<file path="config.mk">
export PLATFORM = sky130hd
export DESIGN_NAME = sccb_config_scheduler
export DESIGN_NICKNAME = d
export VERILOG_FILES = /design/src/rtl/sccb_config_scheduler.sv
export SDC_FILE = /design/constraint.sdc
export NUM_CORES = 1
export LEC_CHECK = 0
export ABC_AREA = 1
export BUFFER_PORTS_ARGS = -buffer_cell sky130_fd_sc_hd__buf_2
export CORE_ASPECT_RATIO = 1.5
export CORE_MARGIN = 4
export CORE_UTILIZATION = 55
export CTS_CLUSTER_DIAMETER = 50
export DETAILED_ROUTE_END_ITERATION = 7
export HOLD_SLACK_MARGIN = 0.15
export PLACE_DENSITY_LB_ADDON = 0.12
export SLEW_MARGIN = 20
export SYNTH_ARGS = -nofsm -noshare
export SYNTH_HDL_FRONTEND = slang
export SYNTH_SLANG_ARGS = --single-unit
</file>
<file path="constraint.sdc">
create_clock -name clk -period 3.1 [get_ports clk]
set_input_delay 0.775 -clock clk [delete_from_list [all_inputs] [get_ports clk]]
set_output_delay 0.775 -clock clk [all_outputs]
set_load 0.02 [all_outputs]
</file>
<file path="src/rtl/sccb_config_scheduler.sv">
// Walks the OV7670 init ROM for CAM1 then CAM2, then round-robin arbitrates runtime writes onto one SCCB master.
// Optional NACK retry is compiled in with `define SCCB_SCHED_RETRY_EN.
module sccb_config_scheduler #(
    parameter int ROM_AW        = 8,
    parameter int SETTLE_CYCLES = 1_000_000,
    parameter int MAX_RETRY     = 3,
    parameter int ERR_W         = 8
) (
    input  logic              clk,
    input  logic              reset,
    input  logic              start_i,
    output logic [ROM_AW-1:0] rom_addr_o,
    input  logic [15:0]       rom_data_i,
    output logic              sccb_start_o,
    output logic              sccb_cam_sel_o,
    output logic [7:0]        sccb_reg_o,
    output logic [7:0]        sccb_val_o,
    input  logic              sccb_busy_i,
    input  logic              sccb_done_i,
    input  logic              sccb_nack_i,
    input  logic [1:0]        req_valid_i,
    input  logic [1:0]        req_cam_i,
    input  logic [15:0]       req_reg_i,
    input  logic [15:0]       req_val_i,
    output logic [1:0]        req_ready_o,
    output logic [1:0]        init_done_o,
    output logic              busy_o,
    output logic [ERR_W-1:0]  err_cnt_o
);

    // state    | meaning
    // IDLE     | waiting for start after reset
    // FETCH    | ROM address presented
    // ROM_WAIT | ROM word valid, capture or detect end of table
    // ISSUE    | wait for master idle, then launch write
    // WAIT     | write in flight, wait for done
    // SETTLE   | post soft-reset delay
    // NEXT     | advance ROM pointer or return to READY
    // READY    | init complete, serving runtime requests
    localparam logic [2:0] S_IDLE     = 3'd0;
    localparam logic [2:0] S_FETCH    = 3'd1;
    localparam logic [2:0] S_ROM_WAIT = 3'd2;
    localparam logic [2:0] S_ISSUE    = 3'd3;
    localparam logic [2:0] S_WAIT     = 3'd4;
    localparam logic [2:0] S_SETTLE   = 3'd5;
    localparam logic [2:0] S_NEXT     = 3'd6;
    localparam logic [2:0] S_READY    = 3'd7;

    localparam int SW = (SETTLE_CYCLES > 1) ? $clog2(SETTLE_CYCLES) : 1;

    logic [2:0]        state_q, state_d;
    logic [ROM_AW-1:0] rom_addr_q, rom_addr_d;
    logic              cam_q, cam_d;
    logic [7:0]        reg_q, reg_d;
    logic [7:0]        val_q, val_d;
    logic              sccb_start_q, sccb_start_d;
    logic [1:0]        req_ready_q, req_ready_d;
    logic [1:0]        init_done_q, init_done_d;
    logic [ERR_W-1:0]  err_q, err_d;
    logic              rr_q, rr_d;
    logic              init_mode_q, init_mode_d;
    logic [SW-1:0]     settle_q, settle_d;
`ifdef SCCB_SCHED_RETRY_EN
    localparam int RW = (MAX_RETRY > 0) ? $clog2(MAX_RETRY + 1) : 1;
    logic [RW-1:0]     retry_q, retry_d;
`endif

    logic table_end;
    logic do_start;
    logic grant_port;
    logic soft_reset_wr;

    assign soft_reset_wr = (reg_q == 8'h12) && (val_q == 8'h80);

    always_comb begin
        state_d      = state_q;
        rom_addr_d   = rom_addr_q;
        cam_d        = cam_q;
        reg_d        = reg_q;
        val_d        = val_q;
        sccb_start_d = 1'b0;
        req_ready_d  = 2'b00;
        init_done_d  = init_done_q;
        err_d        = err_q;
        rr_d         = rr_q;
        init_mode_d  = init_mode_q;
        settle_d     = settle_q;
`ifdef SCCB_SCHED_RETRY_EN
        retry_d      = retry_q;
`endif
        table_end    = 1'b0;
        do_start     = 1'b0;
        grant_port   = 1'b0;

        case (state_q)
            S_IDLE: begin
                if (start_i) do_start = 1'b1;
            end
            S_FETCH: begin
                state_d = S_ROM_WAIT;
            end
            S_ROM_WAIT: begin
                if (rom_data_i == 16'hFFFF) begin
                    table_end = 1'b1;
                end else begin
                    reg_d   = rom_data_i[15:8];
                    val_d   = rom_data_i[7:0];
`ifdef SCCB_SCHED_RETRY_EN
                    retry_d = '0;
`endif
                    state_d = S_ISSUE;
                end
            end
            S_ISSUE: begin
                if (!sccb_busy_i) begin
                    sccb_start_d = 1'b1;
                    state_d      = S_WAIT;
                end
            end
            S_WAIT: begin
                if (sccb_done_i) begin
                    if (!sccb_nack_i) begin
                        if (soft_reset_wr) begin
                            settle_d = SW'(SETTLE_CYCLES - 1);
                            state_d  = S_SETTLE;
                        end else begin
                            state_d = S_NEXT;
                        end
                    end else begin
`ifdef SCCB_SCHED_RETRY_EN
                        if (retry_q < RW'(MAX_RETRY)) begin
                            retry_d = retry_q + RW'(1);
                            state_d = S_ISSUE;
                        end else begin
                            if (err_q != '1) err_d = err_q + ERR_W'(1);
                            state_d = S_NEXT;
                        end
`else
                        if (err_q != '1) err_d = err_q + ERR_W'(1);
                        state_d = S_NEXT;
`endif
                    end
                end
            end
            S_SETTLE: begin
                if (settle_q == '0) state_d = S_NEXT;
                else                settle_d = settle_q - SW'(1);
            end
            S_NEXT: begin
                if (init_mode_q) begin
                    // A table filling the whole ROM ends without an explicit marker.
                    if (rom_addr_q == '1) begin
                        table_end = 1'b1;
                    end else begin
                        rom_addr_d = rom_addr_q + ROM_AW'(1);
                        state_d    = S_FETCH;
                    end
                end else begin
                    state_d = S_READY;
                end
            end
            S_READY: begin
                if (start_i) begin
                    do_start = 1'b1;
                end else if (req_valid_i != 2'b00) begin
                    grant_port  = (req_valid_i == 2'b11) ? rr_q : req_valid_i[1];
                    req_ready_d = grant_port ? 2'b10 : 2'b01;
                    cam_d       = req_cam_i[grant_port];
                    reg_d       = grant_port ? req_reg_i[15:8] : req_reg_i[7:0];
                    val_d       = grant_port ? req_val_i[15:8] : req_val_i[7:0];
                    rr_d        = ~grant_port;
`ifdef SCCB_SCHED_RETRY_EN
                    retry_d     = '0;
`endif
                    state_d     = S_ISSUE;
                end
            end
            default: state_d = S_IDLE;
        endcase

        if (table_end) begin
            init_done_d[cam_q] = 1'b1;
            if (!cam_q) begin
                cam_d      = 1'b1;
                rom_addr_d = '0;
                state_d    = S_FETCH;
            end else begin
                init_mode_d = 1'b0;
                state_d     = S_READY;
            end
        end

        if (do_start) begin
            rom_addr_d  = '0;
            cam_d       = 1'b0;
            init_done_d = 2'b00;
            init_mode_d = 1'b1;
            state_d     = S_FETCH;
        end
    end

    always_ff @(posedge clk) begin
        if (reset) begin
            state_q      <= S_IDLE;
            rom_addr_q   <= '0;
            cam_q        <= 1'b0;
            reg_q        <= '0;
            val_q        <= '0;
            sccb_start_q <= 1'b0;
            req_ready_q  <= 2'b00;
            init_done_q  <= 2'b00;
            err_q        <= '0;
            rr_q         <= 1'b0;
            init_mode_q  <= 1'b0;
            settle_q     <= '0;
`ifdef SCCB_SCHED_RETRY_EN
            retry_q      <= '0;
`endif
        end else begin
            state_q      <= state_d;
            rom_addr_q   <= rom_addr_d;
            cam_q        <= cam_d;
            reg_q        <= reg_d;
            val_q        <= val_d;
            sccb_start_q <= sccb_start_d;
            req_ready_q  <= req_ready_d;
            init_done_q  <= init_done_d;
            err_q        <= err_d;
            rr_q         <= rr_d;
            init_mode_q  <= init_mode_d;
            settle_q     <= settle_d;
`ifdef SCCB_SCHED_RETRY_EN
            retry_q      <= retry_d;
`endif
        end
    end

    assign rom_addr_o     = rom_addr_q;
    assign sccb_start_o   = sccb_start_q;
    assign sccb_cam_sel_o = cam_q;
    assign sccb_reg_o     = reg_q;
    assign sccb_val_o     = val_q;
    assign req_ready_o    = req_ready_q;
    assign init_done_o    = init_done_q;
    assign err_cnt_o      = err_q;
    assign busy_o         = (state_q != S_IDLE) && (state_q != S_READY);

endmodule

</file>
### Word level (Yosys, flattened, before mapping)

Cells that the tools add are included.

* bits in registers: 63
* input port bits: 58
* word-level logic and storage cells: 139
* output and inout bits: 39

* bitwise gates (word level): 6
* equality and inequality tests: 35
* reduce and logical (&&, ||, !) cells: 24
* magnitude comparators: 3
* mux-type cells: 55
* add/subtract/negate cells: 3

Operator list (number)
* $mux 8: 13
* $mux 20: 4
* $pmux 20 s2: 1
* $mux 3: 11
* $pmux 8 s2: 2
* $ne 4x4->1 const B: 7
* $ne 3x3->1 const B: 7
* $pmux 3 s7: 1
* $logic_not 20->1: 1
* $sub 20x1->20 const B: 1
* $mux 1: 19
* $add 8x1->8 const B: 2
* $eq 16x16->1 const B: 1
* $eq 8x8->1 const B: 2
* $reduce_and 8->1: 2
* $ne 2x2->1 const B: 7
* $eq 3x3->1 const B: 4
* $reduce_bool 2->1: 5
* $reduce_bool 9->1: 1
* $eq 8x5->1 const B: 1
* $ne 8x8->1 const B: 1
* $reduce_and 4->1: 2
* $reduce_bool 8->1: 1
* $eq 3x2->1 const B: 2
* other kinds (18): 28

### Longest topological paths before layout

* word-level depth: 9
* depth in mapped cells: 12
* mapped depth without buffers: 11

### Worst setup path before layout

No wires, ideal clock.

* kind: input-to-reg
* start point: in sccb_nack_i
* end point: reg settle_q[10]
* data required time: 3030 ps
* stages on the path: 10
* setup time: 70 ps
* path buffers: 1
* arrival: 1781 ps
* path slack: 1249 ps
* path through: nor3_1 -> nand2_1 -> nor2_1 -> nand2_1 -> nand2_2 -> nand2_1 -> nor2_4 -> buf_6 -> nand2_1 -> a21oi_1

* cells in the longest elaborated chain, start to end: 2

Ends and longest elaborated chain
* from (decl): RTL line 20 `input logic sccb_nack_i,`
* $ne 2x2->1 (no source line)
* $reduce_and 5->1 (no source line)
* to (signal assigned): RTL line 231 `settle_q <= settle_d;`
* to (decl): RTL line 62 `logic [SW-1:0] settle_q, settle_d;`

Every way passes these cells.
A chain may end at the register's enable or synchronous reset.

### Final worst setup path

* start point: reg state_q[1]
* end point: out busy_o

* cells in the longest elaborated chain, start to end: 2
* elaborated cells between the ends (all ways): 3
* those cells by class: 1 x eq/ne; 2 x reduce/logical

Ends and longest elaborated chain
* from (decl): RTL line 51 `logic [2:0] state_q, state_d;`
* from (signal assigned): RTL line 220 `state_q <= state_d;`
* $ne 3x3->1 / $reduce_bool 3->1 (equally long branches): RTL line 246 `assign busy_o = (state_q != S_IDLE) && (state_q != S_READY);`
* $logic_and 1x1->1 (*): RTL line 246
* to (decl): RTL line 27 `output logic busy_o,`

Every way passes the cells marked *; elsewhere a longest branch is shown, timed or not.

==> impl_metrics.tcl <==
set metrics [dict create \
    power_density_nw_per_um2 782 \
    port_buffers 96 \
    cp-start-kind "flip-flop" \
    tns_ns 0 \
    routedWlPerCell_um 13.6 \
    htree_levels 3 \
    ctsRootBufferMaster "clkbuf_8" \
    grt_use_total_pct 25.1 \
    place_area_um2 4350 \
    cts.clk_slew.worst_paths_ns 0.07 \
    ys_seq_elements 63 \
    final_antenna_net_count 0 \
    post_cts_resized 0 \
    irDropWorstVdd_mv 0.365 \
    path_cells "nor2_1, inv_1, nor2_1, nor2_1, buf_2" \
    p_leak_nw 2.19 \
    hold-path-endpoint "init_done_o[0]$_SDFFE_PP0P_" \
    vias_per_cell 5.44 \
    yosysUniqueCellTypes 40 \
    syn_area_um2 3890 \
    drtIter0Drc 260 \
    dp_hpwl_um 7960 \
    syn_inst 603 \
    final_core_util_pct 67.3 \
    timing.final.crit_share_pct 72.6 \
    drc 0 \
    worst-setup-path-type "flip-flop to output port" \
    hold_start "init_done_o[0]$_SDFFE_PP0P_" \
    worstPathArrival_ns 1.47 \
    synth-edff-count 0 \
    gp_congestion 0.927 \
    core-area_um2 6850 \
    hp-class "flip-flop to flip-flop" \
    die_h_um 111 \
    routed_wirelength_um 10600 \
    grt_pass1_wl_um 17800 \
    num_rows 37 \
    first_pass_iters 5 \
    cpPeakStageDelay_ns 0.54 \
    critPathSlowestCell "dfxtp_1" \
    cts_tree "built" \
    relSlewSlack_pct 62.1 \
    drive_gt1_share_pct 22.0 \
    dieArea_um2 8510 \
    synth_warnings 0 \
    synthFlopType "dfxtp_1" \
    grt_max_degree 31 \
    regToRegSetupSlack_ns 1.04 \
    cp.required_ns 2.32 \
    antenna_found_initial 0 \
    r2r_start "state_q[1]$_SDFFE_PP0P_" \
    hold_buffers 0 \
    cts_sinks 63 \
    final-hold-violation-count 0 \
    setup_viol 0 \
    endpoint_kind "output port" \
    insertion_delay_ns 0.34 \
    layoutNonFillerInstCount 778 \
    fin_area_um2 4610 \
    syn_avg_cell_area_um2 6.45 \
    die_w_um 76.7 \
    fmax_mhz 444 \
    rsz0062_at_grt "no" \
    status "finished, final reports clean" \
    crit_fanout 9 \
    tightest_slew_ns 0.568 \
    vias 4233 \
    grt_pass1_vias 4047 \
    initial_core_util_pct 56.8 \
    post-route-min-period_ns 2.25 \
    layout.nets 757 \
    r2r-end "sccb_val_o[1]$_SDFFE_PP0P_" \
    regArea_um2 1260 \
    multi_input_area_um2 2330 \
    hold_path_depth 2 \
    nFillCells 652 \
    overflow 0 \
    syn_nets 665 \
    reg2reg_depth 9 \
    crit_path_frequent_cell "nor2_1" \
    cts_setup_buffers 0 \
    clock_path_buffers 2 \
    cap_violations 0 \
    boundaryPins 97 \
    numCtsBuffers 9 \
    finClkSkew_ns 0.00688 \
    yosysSeqAreaShare_pct 32.4 \
    synth-async-reset-ratio_pct 0 \
    slew_violations 0 \
    place_inst 762 \
    setup.worst_path.start "state_q[1]$_SDFFE_PP0P_" \
    diodes 0 \
    area_growth_pct 18.5 \
]
==> metal layers <==
layer / vias up / routed length, µm / track usage (%)
met4: 0 / 278 / 11.2
met1: 1934 / 4230 / 28.7
met3: 22 / 599 / 4.63
met2: 140 / 5460 / 44.9
met5: - / 0 / 0
li1: 2137 / - / -
==> synth_stat cells (2+ instances only) <==
library cell | number | area (µm²)
o21ai_0 | 33 | 165
nand2_4 | 2 | 22.5
or2_2 | 5 | 31.3
inv_1 | 39 | 146
inv_2 | 3 | 11.3
dfxtp_1 | 63 | 1260
o21ai_1 | 6 | 30.0
ha_1 | 4 | 50.1
nand3_1 | 35 | 175
nand2_1 | 137 | 514
nor2_1 | 138 | 518
a21oi_1 | 36 | 180
a211oi_1 | 2 | 15.0
buf_6 | 6 | 67.6
buf_2 | 3 | 15.0
nor2_4 | 2 | 22.5
xnor2_1 | 7 | 61.3
a211oi_2 | 9 | 113
inv_4 | 2 | 12.5
nor2_2 | 7 | 43.8
nor4_1 | 2 | 12.5
clkbuf_1 | 5 | 18.8
xor2_1 | 11 | 96.3
nor3_1 | 19 | 95.1
nand4_1 | 9 | 56.3
nand2_2 | 4 | 25.0
==> cells by family (layout without fill, tap and decap cells) <==
group,count (synthesis),after routing,share of synthesized area (%)
AND/OR/NAND/NOR,366,366,40.7
buffers and inverters,62,159,7.75
adder cells (fa/ha/maj),4,4,1.29
flip-flops,63,63,32.4
AO/OA/AOI/OAI,90,90,13.7
XOR/XNOR,18,18,4.05
==> cells in the final DEF, fill, tap and decap left out, types with 4 or more instances in the layout <==
cell and count:
clkbuf_8 11, a211oi_2 9, buf_2 96, nand4_1 9
or2_2 5, ha_1 4, nand3_1 35, o21ai_1 6
inv_1 39, nor3_1 19, nand2_1 137, xor2_1 11
xnor2_1 7, a21oi_1 36, nand2_2 4, nor2_1 138
dfxtp_1 63, nor2_2 7, o21ai_0 33
==> where the power goes <==
part | internal (W) | total (W) | leakage [nW] | switching [W]
clock network | 0.000578 | 0.000917 | 0.130 | 0.000338
registers | 0.000940 | 0.00108 | 0.511 | 0.000143
logic | 0.000562 | 0.00160 | 1.55 | 0.00104
total | 0.00208 | 0.00360 | 2.19 | 0.00152
==> worst max-delay path by stage <==
stage / end / slack (ns) / depth (start not counted)
3_5_place_dp: sccb_val_o[1]$_SDFFE_PP0P_ / 0.66 / 8
4_1_cts: busy_o / 0.84 / 5
3_3_place_gp: sccb_reg_o[3]$_SDFFE_PP0P_ / 0.76 / 8
2_1_floorplan: settle_q[10]$_SDFFE_PP0P_ / 1.25 / 10
6_report: busy_o / 0.85 / 5
5_1_grt: busy_o / 0.70 / 5
==> cell type report <==
cell class / count / area share (%)
clock buffer: 11 / 3.28
clock inverter: 5 / 2.25
inverter: 45 / 3.77
multi-input combinational: 478 / 50.5
sequential: 63 / 27.4
tap: 78 / 2.12
timing repair buffer: 98 / 10.7
==> flip-flops by register name, indices dropped and copies added (netlist names) <==
name,flops
err_cnt_o,8
init_done_o,2
init_mode_q,1
req_ready_o,2
rom_addr_o,8
rr_q,1
sccb_cam_sel_o,1
sccb_reg_o,8
sccb_start_o,1
sccb_val_o,8
settle_q,20
state_q,3
==> worst max-delay path: cells and delay by family (launching register included) <==
kind          cells  cell delay [ns]
flops             1             0.54
simple gates      3             0.31
buf+inv           2             0.29
==> per-stage QoR <==
step	setup WS, ns	total power, W	hold slack, ns
global route	0.701	0.00384	0.484
CTS	0.840	0.00360	0.452
detailed placement	0.665	0.00268	0.440
floorplan	1.25	0.00232	0.452
finish	0.850	0.00360	0.451
global placement	0.757	0.00264	0.438
No activity file was read; power rests on OpenSTA's default activity.
